<file path="config.mk">
export PLATFORM = sky130hd
export DESIGN_NAME = branch_resolve_unit_flat
export DESIGN_NICKNAME = d
export VERILOG_FILES = /design/src/rtl/branch_resolve_unit_pkg.sv /design/src/rtl/branch_resolve_unit_if.sv /design/src/rtl/branch_resolve_unit_sat_counter.sv /design/src/rtl/branch_resolve_unit.sv /design/src/flat_wrapper.sv
export SDC_FILE = /design/constraint.sdc
export NUM_CORES = 1
export LEC_CHECK = 0
export CAP_MARGIN = 15
export CORE_MARGIN = 8
export CORE_UTILIZATION = 35
export CTS_BUF_LIST = sky130_fd_sc_hd__clkbuf_8
export DETAILED_ROUTE_END_ITERATION = 12
export GPL_TIMING_DRIVEN = 0
export PLACE_DENSITY = 0.59
export SLEW_MARGIN = 20
export SYNTH_ARGS = -nofsm -noshare
export SYNTH_HDL_FRONTEND = slang
export SYNTH_SLANG_ARGS = --single-unit
export TNS_END_PERCENT = 30
</file>
<file path="constraint.sdc">
create_clock -name clk -period 3.1 [get_ports clk]
set_clock_uncertainty 0.15 [all_clocks]
set_input_delay 0.465 -clock clk [delete_from_list [all_inputs] [get_ports clk]]
set_output_delay 0.465 -clock clk [all_outputs]
set_load 0.01 [all_outputs]
</file>
<file path="src/rtl/branch_resolve_unit_pkg.sv">
// rtl/branch_resolve_unit_pkg.sv - shared widths, FSM encoding and metadata type for branch resolution
package branch_resolve_unit_pkg;

  localparam int PHT_INDEX_BITS_DFLT = 8;
  localparam int BTB_INDEX_BITS_DFLT = 6;
  localparam int BTB_TAG_BITS_DFLT   = 20;
  localparam int CNT_W_DFLT          = 32;

  typedef enum logic {
    IDLE    = 1'b0,
    RECOVER = 1'b1
  } bru_state_e;

  // Prediction made at fetch, travelling alongside the IF/ID register
  typedef struct packed {
    logic        valid;
    logic        pred_taken;
    logic        btb_hit;
    logic [31:0] btb_target;
  } bru_meta_t;

  function automatic logic [31:0] seq_pc(input logic [31:0] pc);
    return pc + 32'd4;
  endfunction

endpackage

</file>
<file path="src/rtl/branch_resolve_unit_if.sv">
// rtl/branch_resolve_unit_if.sv - fetch/decode-side bus of the branch resolve unit
interface branch_resolve_unit_if
  import branch_resolve_unit_pkg::*;
#(
  parameter int PHT_INDEX_BITS = PHT_INDEX_BITS_DFLT,
  parameter int BTB_INDEX_BITS = BTB_INDEX_BITS_DFLT,
  parameter int BTB_TAG_BITS   = BTB_TAG_BITS_DFLT,
  parameter int CNT_W          = CNT_W_DFLT
);

  logic                      if_fire;
  logic                      if_pred_taken;
  logic                      if_btb_hit;
  logic [31:0]               if_btb_target;
  logic                      id_fire;
  logic [31:0]               id_pc;
  logic                      id_is_branch;
  logic                      id_is_jump;
  logic                      id_taken;
  logic [31:0]               id_target;
  logic                      pred_update_en;
  logic [PHT_INDEX_BITS-1:0] pred_update_index;
  logic                      pred_update_taken;
  logic                      btb_update_en;
  logic [BTB_INDEX_BITS-1:0] btb_update_index;
  logic [BTB_TAG_BITS-1:0]   btb_update_tag;
  logic [31:0]               btb_update_target;
  logic                      redirect_valid;
  logic [31:0]               redirect_pc;
  logic                      flush_if_id;
  logic [CNT_W-1:0]          cnt_branches;
  logic [CNT_W-1:0]          cnt_mispredicts;

  modport master (
    output if_fire, if_pred_taken, if_btb_hit, if_btb_target,
    output id_fire, id_pc, id_is_branch, id_is_jump, id_taken, id_target,
    input  pred_update_en, pred_update_index, pred_update_taken,
    input  btb_update_en, btb_update_index, btb_update_tag, btb_update_target,
    input  redirect_valid, redirect_pc, flush_if_id,
    input  cnt_branches, cnt_mispredicts
  );

  modport slave (
    input  if_fire, if_pred_taken, if_btb_hit, if_btb_target,
    input  id_fire, id_pc, id_is_branch, id_is_jump, id_taken, id_target,
    output pred_update_en, pred_update_index, pred_update_taken,
    output btb_update_en, btb_update_index, btb_update_tag, btb_update_target,
    output redirect_valid, redirect_pc, flush_if_id,
    output cnt_branches, cnt_mispredicts
  );

endinterface

</file>
<file path="src/rtl/branch_resolve_unit_sat_counter.sv">
// rtl/branch_resolve_unit_sat_counter.sv - saturating up-counter
module sat_counter #(
  parameter int W = 32
) (
  input  logic         clk,
  input  logic         rst_n,
  input  logic         inc,
  output logic [W-1:0] count
);

  always_ff @(posedge clk or negedge rst_n) begin
    if (!rst_n) begin
      count <= '0;
    end else if (inc && (count != {W{1'b1}})) begin
      count <= count + W'(1);
    end
  end

endmodule

</file>
<file path="src/rtl/branch_resolve_unit.sv">
// rtl/branch_resolve_unit.sv - ID-stage branch resolution, predictor/BTB update and mispredict redirect
module branch_resolve_unit
  import branch_resolve_unit_pkg::*;
#(
  parameter int PHT_INDEX_BITS = PHT_INDEX_BITS_DFLT,
  parameter int BTB_INDEX_BITS = BTB_INDEX_BITS_DFLT,
  parameter int BTB_TAG_BITS   = BTB_TAG_BITS_DFLT,
  parameter int CNT_W          = CNT_W_DFLT
) (
  input  logic                 clk,
  input  logic                 reset,
  branch_resolve_unit_if.slave bus
);

  bru_meta_t  meta;
  bru_state_e state;

  logic [31:0] pc_seq;
  logic [31:0] pnext;
  logic [31:0] anext;
  logic        act_taken;
  logic        res;
  logic        mis;
  logic        btb_wr;

  logic                      redirect_valid_q;
  logic [31:0]               redirect_pc_q;
  logic                      flush_q;
  logic                      pred_en_q;
  logic [PHT_INDEX_BITS-1:0] pred_index_q;
  logic                      pred_taken_q;
  logic                      btb_en_q;
  logic [BTB_INDEX_BITS-1:0] btb_index_q;
  logic [BTB_TAG_BITS-1:0]   btb_tag_q;
  logic [31:0]               btb_target_q;
  logic [CNT_W-1:0]          cnt_br;
  logic [CNT_W-1:0]          cnt_mis;

  assign pc_seq    = seq_pc(bus.id_pc);
  assign pnext     = (meta.pred_taken && meta.btb_hit) ? meta.btb_target : pc_seq;
  assign act_taken = bus.id_is_jump | (bus.id_is_branch & bus.id_taken);
  assign anext     = act_taken ? bus.id_target : pc_seq;
  assign res       = bus.id_fire & meta.valid & (state == IDLE);
  // Comparing full next-PCs also catches stale BTB aliases on non-control instructions
  assign mis       = res & (pnext != anext);
  assign btb_wr    = res & act_taken & (~meta.btb_hit | (meta.btb_target != bus.id_target));

  always_ff @(posedge clk or negedge reset) begin
    if (!reset) begin
      meta <= '0;
    end else if (flush_q) begin
      meta.valid <= 1'b0;
    end else if (bus.if_fire) begin
      meta <= '{valid: 1'b1, pred_taken: bus.if_pred_taken,
                btb_hit: bus.if_btb_hit, btb_target: bus.if_btb_target};
    end
  end

  always_ff @(posedge clk or negedge reset) begin
    if (!reset) begin
      state            <= IDLE;
      redirect_valid_q <= 1'b0;
      flush_q          <= 1'b0;
      redirect_pc_q    <= '0;
    end else begin
      case (state)
        IDLE: begin
          redirect_valid_q <= mis;
          flush_q          <= mis;
          if (mis) begin
            state         <= RECOVER;
            redirect_pc_q <= anext;
          end
        end
        RECOVER: begin
          state            <= IDLE;
          redirect_valid_q <= 1'b0;
          flush_q          <= 1'b0;
        end
        default: begin
          state            <= IDLE;
          redirect_valid_q <= 1'b0;
          flush_q          <= 1'b0;
        end
      endcase
    end
  end

  always_ff @(posedge clk or negedge reset) begin
    if (!reset) begin
      pred_en_q    <= 1'b0;
      pred_index_q <= '0;
      pred_taken_q <= 1'b0;
      btb_en_q     <= 1'b0;
      btb_index_q  <= '0;
      btb_tag_q    <= '0;
      btb_target_q <= '0;
    end else begin
      pred_en_q <= res & bus.id_is_branch;
      btb_en_q  <= btb_wr;
      if (res) begin
        pred_index_q <= bus.id_pc[PHT_INDEX_BITS+1:2];
        pred_taken_q <= bus.id_taken;
        btb_index_q  <= bus.id_pc[BTB_INDEX_BITS+5:6];
        btb_tag_q    <= bus.id_pc[31:32-BTB_TAG_BITS];
        btb_target_q <= bus.id_target;
      end
    end
  end

  sat_counter #(.W(CNT_W)) u_cnt_branches (
    .clk   (clk),
    .rst_n (reset),
    .inc   (res & (bus.id_is_branch | bus.id_is_jump)),
    .count (cnt_br)
  );

  sat_counter #(.W(CNT_W)) u_cnt_mispredicts (
    .clk   (clk),
    .rst_n (reset),
    .inc   (mis),
    .count (cnt_mis)
  );

  assign bus.pred_update_en    = pred_en_q;
  assign bus.pred_update_index = pred_index_q;
  assign bus.pred_update_taken = pred_taken_q;
  assign bus.btb_update_en     = btb_en_q;
  assign bus.btb_update_index  = btb_index_q;
  assign bus.btb_update_tag    = btb_tag_q;
  assign bus.btb_update_target = btb_target_q;
  assign bus.redirect_valid    = redirect_valid_q;
  assign bus.redirect_pc       = redirect_pc_q;
  assign bus.flush_if_id       = flush_q;
  assign bus.cnt_branches      = cnt_br;
  assign bus.cnt_mispredicts   = cnt_mis;

endmodule

</file>
<file path="src/flat_wrapper.sv">
// flat-port wrapper written by rule: the top's interface ports become plain ports
module branch_resolve_unit_flat import branch_resolve_unit_pkg::*;
#(
  parameter int PHT_INDEX_BITS = PHT_INDEX_BITS_DFLT,
  parameter int BTB_INDEX_BITS = BTB_INDEX_BITS_DFLT,
  parameter int BTB_TAG_BITS   = BTB_TAG_BITS_DFLT,
  parameter int CNT_W          = CNT_W_DFLT
)
  (clk, reset, bus_if_fire, bus_if_pred_taken, bus_if_btb_hit, bus_if_btb_target, bus_id_fire, bus_id_pc, bus_id_is_branch, bus_id_is_jump, bus_id_taken, bus_id_target, bus_pred_update_en, bus_pred_update_index, bus_pred_update_taken, bus_btb_update_en, bus_btb_update_index, bus_btb_update_tag, bus_btb_update_target, bus_redirect_valid, bus_redirect_pc, bus_flush_if_id, bus_cnt_branches, bus_cnt_mispredicts);
  branch_resolve_unit_if #(.PHT_INDEX_BITS(PHT_INDEX_BITS), .BTB_INDEX_BITS(BTB_INDEX_BITS), .BTB_TAG_BITS(BTB_TAG_BITS), .CNT_W(CNT_W)) bus_i ();
  input  logic clk;
  input  logic reset;
  input wire logic [$bits(bus_i.if_fire)-1:0] bus_if_fire;
  input wire logic [$bits(bus_i.if_pred_taken)-1:0] bus_if_pred_taken;
  input wire logic [$bits(bus_i.if_btb_hit)-1:0] bus_if_btb_hit;
  input wire logic [$bits(bus_i.if_btb_target)-1:0] bus_if_btb_target;
  input wire logic [$bits(bus_i.id_fire)-1:0] bus_id_fire;
  input wire logic [$bits(bus_i.id_pc)-1:0] bus_id_pc;
  input wire logic [$bits(bus_i.id_is_branch)-1:0] bus_id_is_branch;
  input wire logic [$bits(bus_i.id_is_jump)-1:0] bus_id_is_jump;
  input wire logic [$bits(bus_i.id_taken)-1:0] bus_id_taken;
  input wire logic [$bits(bus_i.id_target)-1:0] bus_id_target;
  output wire logic [$bits(bus_i.pred_update_en)-1:0] bus_pred_update_en;
  output wire logic [$bits(bus_i.pred_update_index)-1:0] bus_pred_update_index;
  output wire logic [$bits(bus_i.pred_update_taken)-1:0] bus_pred_update_taken;
  output wire logic [$bits(bus_i.btb_update_en)-1:0] bus_btb_update_en;
  output wire logic [$bits(bus_i.btb_update_index)-1:0] bus_btb_update_index;
  output wire logic [$bits(bus_i.btb_update_tag)-1:0] bus_btb_update_tag;
  output wire logic [$bits(bus_i.btb_update_target)-1:0] bus_btb_update_target;
  output wire logic [$bits(bus_i.redirect_valid)-1:0] bus_redirect_valid;
  output wire logic [$bits(bus_i.redirect_pc)-1:0] bus_redirect_pc;
  output wire logic [$bits(bus_i.flush_if_id)-1:0] bus_flush_if_id;
  output wire logic [$bits(bus_i.cnt_branches)-1:0] bus_cnt_branches;
  output wire logic [$bits(bus_i.cnt_mispredicts)-1:0] bus_cnt_mispredicts;
  assign bus_i.if_fire = bus_if_fire;
  assign bus_i.if_pred_taken = bus_if_pred_taken;
  assign bus_i.if_btb_hit = bus_if_btb_hit;
  assign bus_i.if_btb_target = bus_if_btb_target;
  assign bus_i.id_fire = bus_id_fire;
  assign bus_i.id_pc = bus_id_pc;
  assign bus_i.id_is_branch = bus_id_is_branch;
  assign bus_i.id_is_jump = bus_id_is_jump;
  assign bus_i.id_taken = bus_id_taken;
  assign bus_i.id_target = bus_id_target;
  assign bus_pred_update_en = bus_i.pred_update_en;
  assign bus_pred_update_index = bus_i.pred_update_index;
  assign bus_pred_update_taken = bus_i.pred_update_taken;
  assign bus_btb_update_en = bus_i.btb_update_en;
  assign bus_btb_update_index = bus_i.btb_update_index;
  assign bus_btb_update_tag = bus_i.btb_update_tag;
  assign bus_btb_update_target = bus_i.btb_update_target;
  assign bus_redirect_valid = bus_i.redirect_valid;
  assign bus_redirect_pc = bus_i.redirect_pc;
  assign bus_flush_if_id = bus_i.flush_if_id;
  assign bus_cnt_branches = bus_i.cnt_branches;
  assign bus_cnt_mispredicts = bus_i.cnt_mispredicts;
  branch_resolve_unit #(.PHT_INDEX_BITS(PHT_INDEX_BITS), .BTB_INDEX_BITS(BTB_INDEX_BITS), .BTB_TAG_BITS(BTB_TAG_BITS), .CNT_W(CNT_W)) u_core (.clk(clk), .reset(reset), .bus(bus_i));
endmodule
</file>
* Word level (Yosys, flattened, before mapping) *
Cells that the tools add are included.

storage, ports and cells
  bits in registers = 202
  input bits = 105
  output and inout port bits = 167
  logic and storage cells = 50

operators by class
  $add $sub $neg = 3
  equal/unequal tests = 4
  mux-type cells = 7
  bitwise gates (word level) = 14
  reduce and logical (&&, ||, !) cells = 6

operator list
  operator                 number
  $add A32 B1 Y32 const B  2
  $mux W32                 2
  $ne A32 B32 Y1           2
  $ne A32 B32 Y1 const B   2
  $mux W35                 1
  $add A32 B3 Y32 const B  1
  $and A1 B1 Y1            8
  $pmux W1 S2              2
  $reduce_and A2 Y1        2
  $logic_and A1 B1 Y1      3
  $not A1 Y1               3
  $or A1 B1 Y1             3
  $mux W1                  2
  $reduce_bool A2 Y1       1

* Logic depth before layout (Yosys ltp) *
  depth after elaboration = 7
  mapped depth = 14
  gate-level depth less buffers = 11

* Cells and area by module *
Synthesis repeated with hierarchy kept, for this count alone.

second synthesis, totals
  cells, all modules = 1187
  area total of the unflattened synthesis = 11207.0 um^2

modules (own cells, without submodules)
  module               instances  cells an instance  area an instance (um^2)  sequential area each (um^2)
  branch_resolve_unit  1          885                7958.9                   3328.2
  sat_counter          2          151                1624.1                   800.8

* Worst setup path after synthesis *
No wires, ideal clock.

  path type = input to register
  start = input bus_id_pc[12]
  end = register u_core.redirect_pc_q[10], in the netlist u_core.bus.redirect_pc[10]
  library setup time = 125 ps
  arrival time = 3242 ps
  required time = 2825 ps
  path slack = -417 ps
  stages = 12
  buffers on the path = 3
  path through = buf_2 > nand4_1 > or3_1 > clkbuf_1 > or4_1 > and2_1 > mux2i_1 > a211o_1 > nor4_2 > a31oi_4 > buf_6 > mux2_4

on the way
  cells in the longest elaborated chain, start to end = 5
  elaborated cells on any way between the ends = 6
  classes of those cells = 1 x add/sub; 1 x eq/ne; 2 x mux; 1 x bitwise; 1 x reduce/logical

ends and longest elaborated chain
  what                                    line                                                  RTL
  start: declaration                      flat_wrapper.sv:18                                    input wire logic [$bits(bus_i.id_pc)-1:0] bus_id_pc;
  $add A32 B3 Y32 (*)                     branch_resolve_unit_pkg.sv:23                         return pc + 32'd4;
  $mux W32 (on tied branches)             branch_resolve_unit.sv:40, branch_resolve_unit.sv:42
  $ne A32 B32 Y1 (*)                      branch_resolve_unit.sv:45                             assign mis = res & (pnext != anext);
  $and A1 B1 Y1 (*)                       branch_resolve_unit.sv:45
  $reduce_and A2 Y1 (no source line) (*)  n/a
  end signal: assignment                  branch_resolve_unit.sv:72                             redirect_pc_q <= anext;
  end: declaration                        branch_resolve_unit.sv:27                             logic [31:0] redirect_pc_q;

Mark *: on every way between the ends. The rest lies on a longest branch, timed or not.
A chain may end at the register's enable or synchronous reset.

* Worst setup path after layout *
  start = input bus_id_pc[9]
  end = register u_core.redirect_pc_q[11], in the netlist u_core.bus.redirect_pc[11]

on the way
  cells in the longest elaborated chain, start to end = 5
  elaborated cells on any way between the ends = 6
  classes of those cells = 1 x add/sub; 1 x eq/ne; 2 x mux; 1 x bitwise; 1 x reduce/logical

ends and longest elaborated chain
  what                                line
  $add A32 B3 Y32 (*)                 branch_resolve_unit_pkg.sv:23
  $mux W32 (on tied branches)         branch_resolve_unit.sv:40, branch_resolve_unit.sv:42
  $ne A32 B32 Y1                      branch_resolve_unit.sv:45
  $and A1 B1 Y1                       branch_resolve_unit.sv:45
  $reduce_and A2 Y1 (no source line)  n/a

Marks and branches as above.

==> out/metrics.csv <==
stage,metric,value,unit
global_routing,largest net degree at the start of global routing,91,
synth,list of most frequent post-synthesis cells,"nand2_1 (246), dfrtp_1 (197), xnor2_1 (91), nor2_1 (61)",
synth,syn nets,1297,
place,routability cong.,0.944,
clock_tree,CTS sink cnt,197,
pwr,Pleak,0.00667,uW
clock_tree,CTS Root Cell,clkbuf_8,
sta,minimum clock period after layout,3280,ps
floorplan,Die Height,194,um
setup_path,Crit Path Max Fanout,11,
synth,Async SR Flop Fraction,100,%
clock_tree,CTS buffer count,17,
clock_tree,H-tree depth,4,
synth,Synth Instances,1189,
global_routing,grt total ovfl,0,
pwr,power density over cell area,584,mW/mm2
global_routing,Tot GR Track Use,23.0,%
status,outcome,"finished, violations left",
pwr,Psw,3320,uW
floorplan,core area,0.0315,mm2
global_routing,first-pass GRT wire length,67100,um
floorplan,num ports,272,
pwr,power share of the clock group,18.5,%
sta,final worst-path cycle share,106,%
place,Port Buffer Count,257,
synth,cell with the most instances after synthesis,nand2_1,
clock_tree,TritonCTS clock tree,yes,
setup_path,CP Data Required Time,3340,ps
layout,antenna cells,0,
clock_tree,Clock Path Buffers,2,
synth,Yosys top cell area share,44.2,%
setup_path,Setup Crit Path Kind,input pin to register,
hold_path,hold path cells,3,
pwr,cell-internal power,5900,uW
hold_path,Hold Crit Class,input pin to register,
synth,mapped cell area,0.0111,mm2
synth,sequential area share after synthesis,44.2,%
synth,Synth cell types,64,
pwr,Seq pwr share,40.3,%
route,antenna-violating nets left,0,
layout,Final Cell Area,0.0158,mm2
place,DP HPWL,33600,um
setup_path,R2R depth,11,
pwr,Peak VDD IR,0.314,mV
clock_tree,Skew-Pair Late Insertion Delay,510,ps
place,placed insts,1850,
floorplan,die area,0.0378,mm2
global_routing,initial antenna violation count,1,
synth,#FFs+latches synth,197,
sta,setup ws final,-176,ps
floorplan,chip width,194,um
layout,Layout Nets,1626,
synth,main flop type after synthesis,dfrtp_1,
layout,"Core Util, Final",50.1,%
layout,"Cell Count, Final, Fillers Out",1933,
sta,Final Hold Viols,0,
sta,Slew headroom,28.3,%
synth,Ys Warns,0,
layout,fraction of layout cells with a size suffix above 1,18.0,%
floorplan,# rows,65,
clock_tree,Clock Pin Slew Worst Setup and Hold Paths,100,ps
route,First-pass DRT Iterations,5,
sta,Least-Margin Pin Slew,1070,ps
sta,Pins Over Slew Limit,0,
route,DRC,0,
sta,Max Clk Rate,305,MHz
route,total routed wirelength,44400,um
pwr,Sw Ratio,36.0,%
setup_path,Critical Path Start Type,input pin,
synth,leading area contributor after synthesis,dfrtp_1,
route,routed len/inst,23.0,um
route,Starting DRT DRC Count,773,
layout,area of the multi-input gates,0.00632,mm2
pwr,combinational power share,41.2,%
setup_path,kind of end point of the critical path,register,
synth,Mapped Avg Cell Area,9.38,um2
place,Placed Area,0.0143,mm2
route,detailed-route via count,10500,
status,failing checks,negative setup slack,
sta,RSZ-0062 raised after global routing,yes,
route,via/cell ratio,5.45,
synth,Post-synth EDFFs,0,
run,max cap viols,0,
sta,final count of negative-setup-slack endpoints,59,
layout,area grow syn2layout,41.5,%
global_routing,vias in the first global route,10400,
layout,Register Area,0.00493,mm2
layout,fill count,3008,
sta,Hold WS,55.8,ps
setup_path,WP data arrival,3520,ps
floorplan,Initial Util,35.4,%
synth,Synth area leaders,"dfrtp_1 (44%), nand2_1 (8.3%), xnor2_1 (7.1%)",
## area by class of cell
class | instances | share of cell area [%]
clock buffers | 20 | 1.75
plain buffers | 68 | 3.03
inverters | 16 | 0.381
multi-input cells | 906 | 40.1
repair buffers | 312 | 19.6
clock inverters | 12 | 0.754
flip-flops and latches | 197 | 31.3
well taps | 402 | 3.19
## final timing paths
check	end	from	slack, ps
hold reg to reg	u_core.bus.btb_update_target[30]$_DFFE_PN0P_	u_core.bus.btb_update_target[30]$_DFFE_PN0P_	330
hold / removal	u_core.bus.pred_update_index[2]$_DFFE_PN0P_	bus_id_pc[4]	60
setup / recovery	u_core.bus.redirect_pc[11]$_DFFE_PN0P_	bus_id_pc[9]	-180
setup reg to reg	u_core.bus.redirect_pc[11]$_DFFE_PN0P_	u_core.meta[5]$_DFFE_PN0P_	-140
max in group asynchronous	u_core.bus.btb_update_tag[6]$_DFFE_PN0P_	reset	1660
min in group asynchronous	u_core.u_cnt_mispredicts.count[17]$_DFFE_PN0P_	reset	320
## per-stage QoR
step	worst slack (ps)	TNS (ps)	power [uW]
after floorplan	-355	-17310	5290
after global placement	-7360	-1576020	7230
after detailed placement	-2080	-131620	7280
after CTS	-42.7	-499	9230
after global routing	-184	-6370	9720
final	-176	-5310	9220
## cell usage in the layout, fill, tap and decap left out, types with 16 or more instances in the layout
cell and instances:
nand2_1 238, clkdlybuf4s50_1 233, dfrtp_1 194, xnor2_1 86, nor2_1 56, buf_4 55, xor2_1 51, nand3_1 45
o21ai_0 44, nand4_1 37, mux2_2 36, clkbuf_1 25, and3_1 24, a21oi_1 23, clkbuf_8 23, nor3_1 21
mux2_4 19, inv_1 16
## registers in the layout (all words and copies together) (netlist names)
signal / count
u_core.bus.btb_update_tag: 20
u_core.bus.btb_update_en: 1
u_core.bus.redirect_pc: 32
u_core.bus.pred_update_en: 1
u_core.bus.pred_update_index: 4
u_core.u_cnt_branches.count: 32
u_core.bus.btb_update_target: 32
u_core.u_cnt_mispredicts.count: 32
u_core.bus.pred_update_taken: 1
u_core.meta: 35
u_core.bus.btb_update_index: 6
u_core.bus.redirect_valid: 1
## layer usage
| metal | part of all wire (%) | up-vias | GRT usage (%) |
|---|---|---|---|
| met2 | 44 | 441 | 35.1 |
| met4 | 2.8 | 2 | 7.33 |
| met1 | 46 | 5199 | 32.2 |
| li1 | - | 4816 | - |
| met3 | 7.3 | 77 | 4.91 |
| met5 | 0.025 | - | 0 |
## power groups by stage
stage	Sequential, uW	Clock [uW]	Combinational, uW
floorplan	3880	0	1400
global placement	3730	0	3500
detailed placement	3740	0	3540
CTS	3700	1780	3750
global route	3800	1860	4070
finish	3710	1710	3800
## worst max-delay path, stage by stage
cell	delay (ps)
buf_8	100
nand4_1	220
or3_4	450
or4_4	500
and2_4	180
mux2i_2	170
a211o_1	310
nor4_4	300
a31oi_4	140
buf_12	210
buf_12	150
mux2_4	290
## kinds of logic after synthesis
family	after synthesis	synth area share, %
adder cells (fa/ha/maj)	3	0.337
AND/OR/NAND/NOR	534	23.1
XOR/XNOR	151	13.0
AO/OA/AOI/OAI	157	9.29
flip-flops	197	44.2
buffers and inverters	86	3.41
multiplexers	61	6.70
## repair_timing
action,4_1_cts,5_1_grt
pin swaps,31,15
setup buffers,43,2
hold endpoints to repair,55,0
resized for setup,214,42
hold buffers,6,0
endpoints found under the setup margin,83,74
cloned,1,1
Note: power is estimated with default switching activity, not from simulation.
==> RTL change 1, RTL diff (config.mk and constraints unchanged) <==
Set the package constant `BTB_INDEX_BITS_DFLT` to 5 (it was 6).
--- a/src/rtl/branch_resolve_unit_pkg.sv
+++ b/src/rtl/branch_resolve_unit_pkg.sv
@@ -2,7 +2,7 @@
 package branch_resolve_unit_pkg;
 
   localparam int PHT_INDEX_BITS_DFLT = 8;
-  localparam int BTB_INDEX_BITS_DFLT = 6;
+  localparam int BTB_INDEX_BITS_DFLT = 5;
   localparam int BTB_TAG_BITS_DFLT   = 20;
   localparam int CNT_W_DFLT          = 32;
 
Ports: changed (resized bus_btb_update_index); port bits go from 272 to 271. The function was not compared with the original's and may differ.
==> RTL change 1 against the original RTL <==
The run still ends with setup timing left. First-iteration DRC count fell by 18%. Sequential cell count down 1. Highest routed layer is now met4. Non-clock buffer count decreased by 9. Total power down 2.0%. Cell area rose by 1.4%. Largest power group unchanged. Area after synthesis grew 1.8%. Wire length fell by 3.4%. Worst setup slack got worse by 71 ps.
==> RTL change 1: results (changes against the original RTL) <==
[critical_path] arrival time worst endpoint 3580 ps [was 3520 ps]
[route] met3 layer wire length in the routed design 2.73 mm [was 3.25 mm]
[placement] half-perimeter wire length after placement 32.9 mm [was 33.6 mm]
[status] violations in the final reports setup timing [unchanged]
[critical_path] maximum fanout along the worst path 6 [was 11]
[global_route] via count of the first global-routing pass 10600 [was 10400]
[global_route] pin count of the biggest net entering global routing 80 [was 91]
[route] uppermost metal layer occupied by signal nets met4 [was met5]
[sta] final setup vio count 65 [was 59]
[global_route] combined global-route utilization of all metal layers 22.2% [was 23.0%]
[sta] worst-case headroom to the max-slew limit 39.1% [was 28.3%]
[logic_synthesis] Seq/Total Area, Yosys 43.2% [was 44.2%]
[critical_path] launch instance of the worst register-to-register path u_core.meta[33] [was u_core.meta[5]]
[route] via/cell ratio 5.50 [was 5.45]
[global_route] wire length of the first global-routing pass 65.4 mm [was 67.1 mm]
[clock_network] Num CTS Buffers 17 [unchanged]
[route] Initial DRC Count 635 [was 773]
[route] WL/cell 23.0 µm [about the same]
[logic_synthesis] top area cells in the synthesized netlist dfrtp_1 (43%), mux2_2 (9.7%), xnor2_1 (8.1%) [was dfrtp_1 (44%), nand2_1 (8.3%), xnor2_1 (7.1%)]
[status] run status finished, violations left [unchanged]
[worst_hold_path] cell depth of the worst min-delay path 2 [was 3]
[logic_synthesis] Ys Warns 0 [unchanged]
[route] routed length on met2 20.1 mm [was 19.5 mm]
[final_layout] fin nets 1555 [was 1626]
[global_route] number of antenna violations at the first check in global routing 0 [was 1]
[logic_synthesis] Synth cell types 77 [was 64]
[power_and_ir_drop] static leakage 6.51 nW [was 6.67 nW]
[placement] number of buffers inserted by port buffering 256 [was 257]
[worst_hold_path] Hold Startpoint bus_id_pc[3] [was bus_id_pc[4]]
[sta] setup slack of the critical path after layout -246 ps [was -176 ps]
[logic_synthesis] number of nets produced by synthesis 1239 [was 1297]
[worst_hold_path] hold path endpoint u_core.bus.pred_update_index[1] [was u_core.bus.pred_update_index[2]]
[critical_path] worst r2r dst u_core.u_cnt_mispredicts.count[1] [was u_core.bus.redirect_pc[11]]
[critical_path] worst reg-to-reg setup slack -200 ps [was -140 ps]
[logic_synthesis] most frequent cells after synthesis dfrtp_1 (196), xnor2_1 (105), nand2_1 (99), mux2_2 (98), nor2_1 (68) [was nand2_1 (246), dfrtp_1 (197), xnor2_1 (91), nor2_1 (61)]
[final_layout] share of final-layout standard cells stronger than drive strength 1 22.6% [was 18.0%]
[placement] post-placement cell area 0.0146 mm² [was 0.0143 mm²]
[placement] routability cong. 0.927 [was 0.944]
[route] M1 wire length 18.8 mm [was 20.4 mm]
[power_and_ir_drop] maximum vdd drop 0.349 mV [was 0.314 mV]
[sta] Setup Total Neg Slack -11060 ps [was -5310 ps]
[logic_synthesis] cell with the most instances after synthesis dfrtp_1 [was nand2_1]
## RTL change 1: cell count changes in the layout (fill, tap and decap cells not counted), sizes merged, moves of 9 or more
cell,delta
nor2b,+13
xor2,-11
inv,+9
mux2,+51
nand2b,+11
xnor2,+14
a21oi,-10
nand2,-147
## RTL change 1: layout make-up
class	instances	area (µm²)
inverter	25	93.8
fill	3024	16200
clock inverter	13	91.3
multi-input combinational	836	6660
tap	408	510
buffer	69	479
clock buffer	17	234
sequential	196	4910
timing repair buffer	302	3020
## RTL change 1: critical path, cell delays in order
cell and delay [ps]:
clkdlybuf4s50_1 500, and4_4 310, nand2_2 120, or4_4 550
buf_6 130, a41oi_2 130, nand3_2 130, o41ai_4 430
a31oi_4 200, buf_8 210, nand2_2 80, mux2_4 300
## RTL change 1: logic make-up (layout without fill, tap and decap cells)
logic type	Yosys count	count (layout)	share of synthesized area, %
simple gates	401	401	18.4
flops	196	196	43.2
compound gates	166	166	10.1
xor+xnor	154	154	13.0
mux	112	112	11.1
buf+inv	99	426	3.90
fa+ha+maj	3	3	0.331
## RTL change 1: power by group
| group | total, mW | internal (mW) | switching [mW] |
|---|---|---|---|
| registers | 3.64 | 3.18 | 0.464 |
| logic | 3.89 | 2.10 | 1.80 |
| clock network | 1.50 | 0.542 | 0.956 |
## RTL change 1: worst max path at each step
stage          cells past startpoint                            endpoint           from
3_3_place_gp                       1    u_core.bus.btb_update_target[26]          reset
4_1_cts                           13          u_core.bus.redirect_pc[31]   bus_id_pc[9]
2_1_floorplan                     13   u_core.u_cnt_mispredicts.count[1]   bus_id_pc[9]
5_1_grt                           15  u_core.u_cnt_mispredicts.count[19]   bus_id_pc[6]
3_5_place_dp                      13   u_core.u_cnt_mispredicts.count[1]   bus_id_pc[2]
6_report                          12   u_core.u_cnt_mispredicts.count[1]  bus_id_pc[24]
## RTL change 1: routing by layer
| metal | track usage [%] | vias up |
|---|---|---|
| met1 | 29.0 | 5107 |
| met3 | 4.49 | 64 |
| met2 | 36.3 | 392 |
| met5 | 0 | - |
| met4 | 7.78 | 0 |
| li1 | - | 4703 |
## RTL change 1: timing repair
item	CTS	global route
hold endpoints to repair	39	0
pin swaps	41	35
gates resized for setup	180	44
gates cloned	2	2
setup buffers	32	9
setup endpoints to repair	77	79
hold buffers	1	0
## RTL change 1: metrics by stage
step,hold WS [ps],worst slack (ps),utilization [%],cells
2_1_floorplan,19.4,-177,-,1131
3_3_place_gp,313,-7170,45.2,1795
3_5_place_dp,218,-1990,45.4,1797
4_1_cts,41.1,-186,48.8,1857
5_1_grt,55.7,-294,49.7,1866
6_report,88.6,-246,49.7,1866
==> RTL change 2, RTL diff (same settings) <==
Made on the original files. Reset style: synchronous (`reset` and `rst_n`), changed in 4 clocked blocks.
--- a/src/rtl/branch_resolve_unit_sat_counter.sv
+++ b/src/rtl/branch_resolve_unit_sat_counter.sv
@@ -8,7 +8,7 @@
   output logic [W-1:0] count
 );
 
-  always_ff @(posedge clk or negedge rst_n) begin
+  always_ff @(posedge clk) begin
     if (!rst_n) begin
       count <= '0;
     end else if (inc && (count != {W{1'b1}})) begin
--- a/src/rtl/branch_resolve_unit.sv
+++ b/src/rtl/branch_resolve_unit.sv
@@ -45,7 +45,7 @@
   assign mis       = res & (pnext != anext);
   assign btb_wr    = res & act_taken & (~meta.btb_hit | (meta.btb_target != bus.id_target));
 
-  always_ff @(posedge clk or negedge reset) begin
+  always_ff @(posedge clk) begin
     if (!reset) begin
       meta <= '0;
     end else if (flush_q) begin
@@ -56,7 +56,7 @@
     end
   end
 
-  always_ff @(posedge clk or negedge reset) begin
+  always_ff @(posedge clk) begin
     if (!reset) begin
       state            <= IDLE;
       redirect_valid_q <= 1'b0;
@@ -86,7 +86,7 @@
     end
   end
 
-  always_ff @(posedge clk or negedge reset) begin
+  always_ff @(posedge clk) begin
     if (!reset) begin
       pred_en_q    <= 1'b0;
       pred_index_q <= '0;
Formal check against the unedited RTL: differs if reset is asserted again (counterexample within 4 cycles, from zero or initial values and one cycle with reset low); with reset held inactive, the same outputs for 4 cycles.
==> RTL change 2 against the original RTL <==
The run still ends with setup timing left. Cell area shrank 4.1%. Via count grew 8.5%. Synthesized cell count grew 17%. Worst setup slack lost 370 ps. Area after synthesis shrank 4.6%. Wire length grew 3.3%. Sequential cell count is the same. Non-clock buffer count grew 4. Final cell count grew 8.8%. Count of clock-buffer cells in the layout shrank 1. Critical endpoint is now u_core.bus.redirect_pc[19]. Largest cell class unchanged.
Power is not compared: it rests on default switching activity, and its combinational part moved more than twofold at a synthesized area within 25%.
==> RTL change 2: results (changes against the original RTL) <==
[status] run status finished, violations left [unchanged]
[status] violations in the final reports setup timing [unchanged]
[logic_synthesis] top area cells in the synthesized netlist dfxtp_1 (37%), nand2_1 (10%), a21oi_1 (7.5%) [was dfrtp_1 (44%), nand2_1 (8.3%), xnor2_1 (7.1%)]
[logic_synthesis] Ys Warns 0 [unchanged]
[global_route] pin count of the biggest net entering global routing 21 [was 91]
[power_and_ir_drop] static leakage 5.21 nW
[clock_network] Num CTS Buffers 17 [unchanged]
[logic_synthesis] most frequent cells after synthesis nand2_1 (293), dfxtp_1 (197), a21oi_1 (160), nor2_1 (94), xnor2_1 (77) [was nand2_1 (246), dfrtp_1 (197), xnor2_1 (91), nor2_1 (61)]
[sta] worst-case headroom to the max-slew limit 34.8% [was 28.3%]
[critical_path] arrival time worst endpoint 3850 ps [was 3520 ps]
[logic_synthesis] fraction of registers with async set/reset 0% [was 100%]
[final_layout] register with the highest flop count u_core.meta [unchanged]
[logic_synthesis] Most used DFF post-synth dfxtp_1 [was dfrtp_1]
[global_route] combined global-route utilization of all metal layers 24.1% [was 23.0%]
[clock_network] later-pin clock latency in the skew report 520 ps
[power_and_ir_drop] maximum vdd drop 0.301 mV
[global_route] wire length of the first global-routing pass 66.7 mm [was 67.1 mm]
[critical_path] maximum fanout along the worst path 6 [was 11]
[final_layout] share of final-layout standard cells stronger than drive strength 1 12.1% [was 18.0%]
[final_layout] number of flip-flops under the largest register name 35 [unchanged]
[flow_run] Maximum Capacitance Violations 0 [unchanged]
[route] TritonRoute pass-1 iters 5 [unchanged]
[placement] half-perimeter wire length after placement 35.1 mm [was 33.6 mm]
[route] routed wire length 45.9 mm [was 44.4 mm]
[logic_synthesis] xor and xnor fraction of the mapped netlist area 10.4% [was 13.0%]
[sta] final setup vio count 65 [was 59]
[logic_synthesis] number of nets produced by synthesis 1497 [was 1297]
[logic_synthesis] multiplexer share of the synthesized area 2.18% [was 6.70%]
[worst_hold_path] class of the most critical hold timing path in2reg [unchanged]
[logic_synthesis] instance count of the mapped netlist 1389 [was 1189]
[route] Initial DRC Count 1018 [was 773]
[clock_network] Root Buffer clkbuf_8 [unchanged]
[route] via/cell ratio 5.43 [was 5.45]
[logic_synthesis] Synth cell types 67 [was 64]
[placement] number of buffers inserted by port buffering 261 [was 257]
[placement] routability cong. 0.937 [was 0.944]
[clock_network] H-tree depth 4 [unchanged]
[logic_synthesis] share of the synthesized area in compound gates (AO/OA/AOI/OAI) 17.5% [was 9.29%]
[global_route] number of antenna violations at the first check in global routing 3 [was 1]
[sta] setup slack of the critical path after layout -543 ps [was -176 ps]
[clock_network] Max Buffers Root-to-Sink 2 [unchanged]
[sta] Setup Total Neg Slack -29990 ps [was -5310 ps]
[clock_network] clock transition time at the flip-flop clock pins of the worst setup and hold paths 110 ps
[logic_synthesis] arithmetic-cell share of the synthesized area counting full adders, half adders and majority gates 0.353% [was 0.337%]
[final_layout] fin nets 1801 [was 1626]
[logic_synthesis] Seq/Total Area, Yosys 37.1% [was 44.2%]
[RTL change 2: changes by cell type in the layout (fill, tap and decap cells not counted), sizes merged, moves of 19 or more]
cell / before / now
o21ai: 53 / 34
buf: 86 / 57
clkbuf: 66 / 88
nand2: 246 / 293
a211o: 1 / 23
mux2: 55 / 1
dfxtp: 0 / 197
a21oi: 27 / 160
nor2: 61 / 94
dfrtp: 197 / 0
[RTL change 2: report_power, final]
group	internal (mW)	total (mW)	switching, mW	leakage (nW)
Sequential	2.61	2.70	0.0879	1.61
Clock	0.735	1.81	1.08	0.219
Combinational	0.499	1.14	0.640	3.38
[RTL change 2: worst max-delay path, stage by stage]
cell	delay (ps)
clkdlybuf4s50_1	630
nand4_1	210
nor3_2	190
nand4_1	270
xor2_2	270
xnor2_2	170
o41ai_2	370
a31oi_2	170
nand4b_4	240
o21ai_4	270
buf_12	180
buf_12	120
clkbuf_16	140
a211o_1	90
a21oi_1	60
[RTL change 2: metrics by stage]
step	hold WS (ps)	setup WS, ps	cell area, µm²	util, %	instances
after floorplan	295	-271	10700	-	1389
after global placement	289	-1990	13800	45.7	2046
after detailed placement	295	-1980	13800	45.7	2046
after CTS	43.4	-446	14800	48.9	2096
after global routing	71.8	-626	15100	50.0	2103
final	69.6	-543	15100	50.0	2104
[RTL change 2: final cells by class]
class	instances	area, µm²
fill	2994	15100
multi-input combinational	1072	6690
sequential	197	3960
timing repair buffer	286	2840
buffer	98	613
tap	396	495
clock buffer	19	262
clock inverter	13	173
inverter	21	78.8
antenna	2	5.00
[RTL change 2: metal layers]
layer  vias up  routed length [µm]  global-route usage [%]
li1       5454                   -                       -
met1      5433               19800                    31.9
met2       465               20800                    37.7
met3        72                3970                    6.02
met4         4                1240                    8.38
met5         -                  27                       0
[RTL change 2: what timing repair did]
| action | CTS | global route |
|---|---|---|
| gates cloned | 1 | 3 |
| pin swaps | 21 | 29 |
| setup endpoints to repair | 87 | 76 |
| gates resized for setup | 145 | 55 |
| hold endpoints to repair | 0 | 0 |
| buffers inserted | 18 | 3 |
[RTL change 2: kinds of logic (layout without fill, tap and decap cells)]
kind of cell | Yosys count | after routing
buf+inv | 120 | 437
xor+xnor | 124 | 124
compound gates | 301 | 301
other cells | 0 | 2
fa+ha+maj | 3 | 3
flops | 197 | 197
mux | 23 | 23
simple gates | 621 | 621
[RTL change 2: worst paths after layout]
check                              from                              to  slack [ps]  cells past startpoint
max                       bus_id_pc[27]      u_core.bus.redirect_pc[19]        -540                     15
min                       bus_id_pc[10]  u_core.bus.btb_update_index[4]          70                      3
max reg2reg             u_core.meta[32]      u_core.bus.redirect_pc[19]        -480                     14
min reg2reg  u_core.bus.redirect_pc[20]      u_core.bus.redirect_pc[20]         310                      2
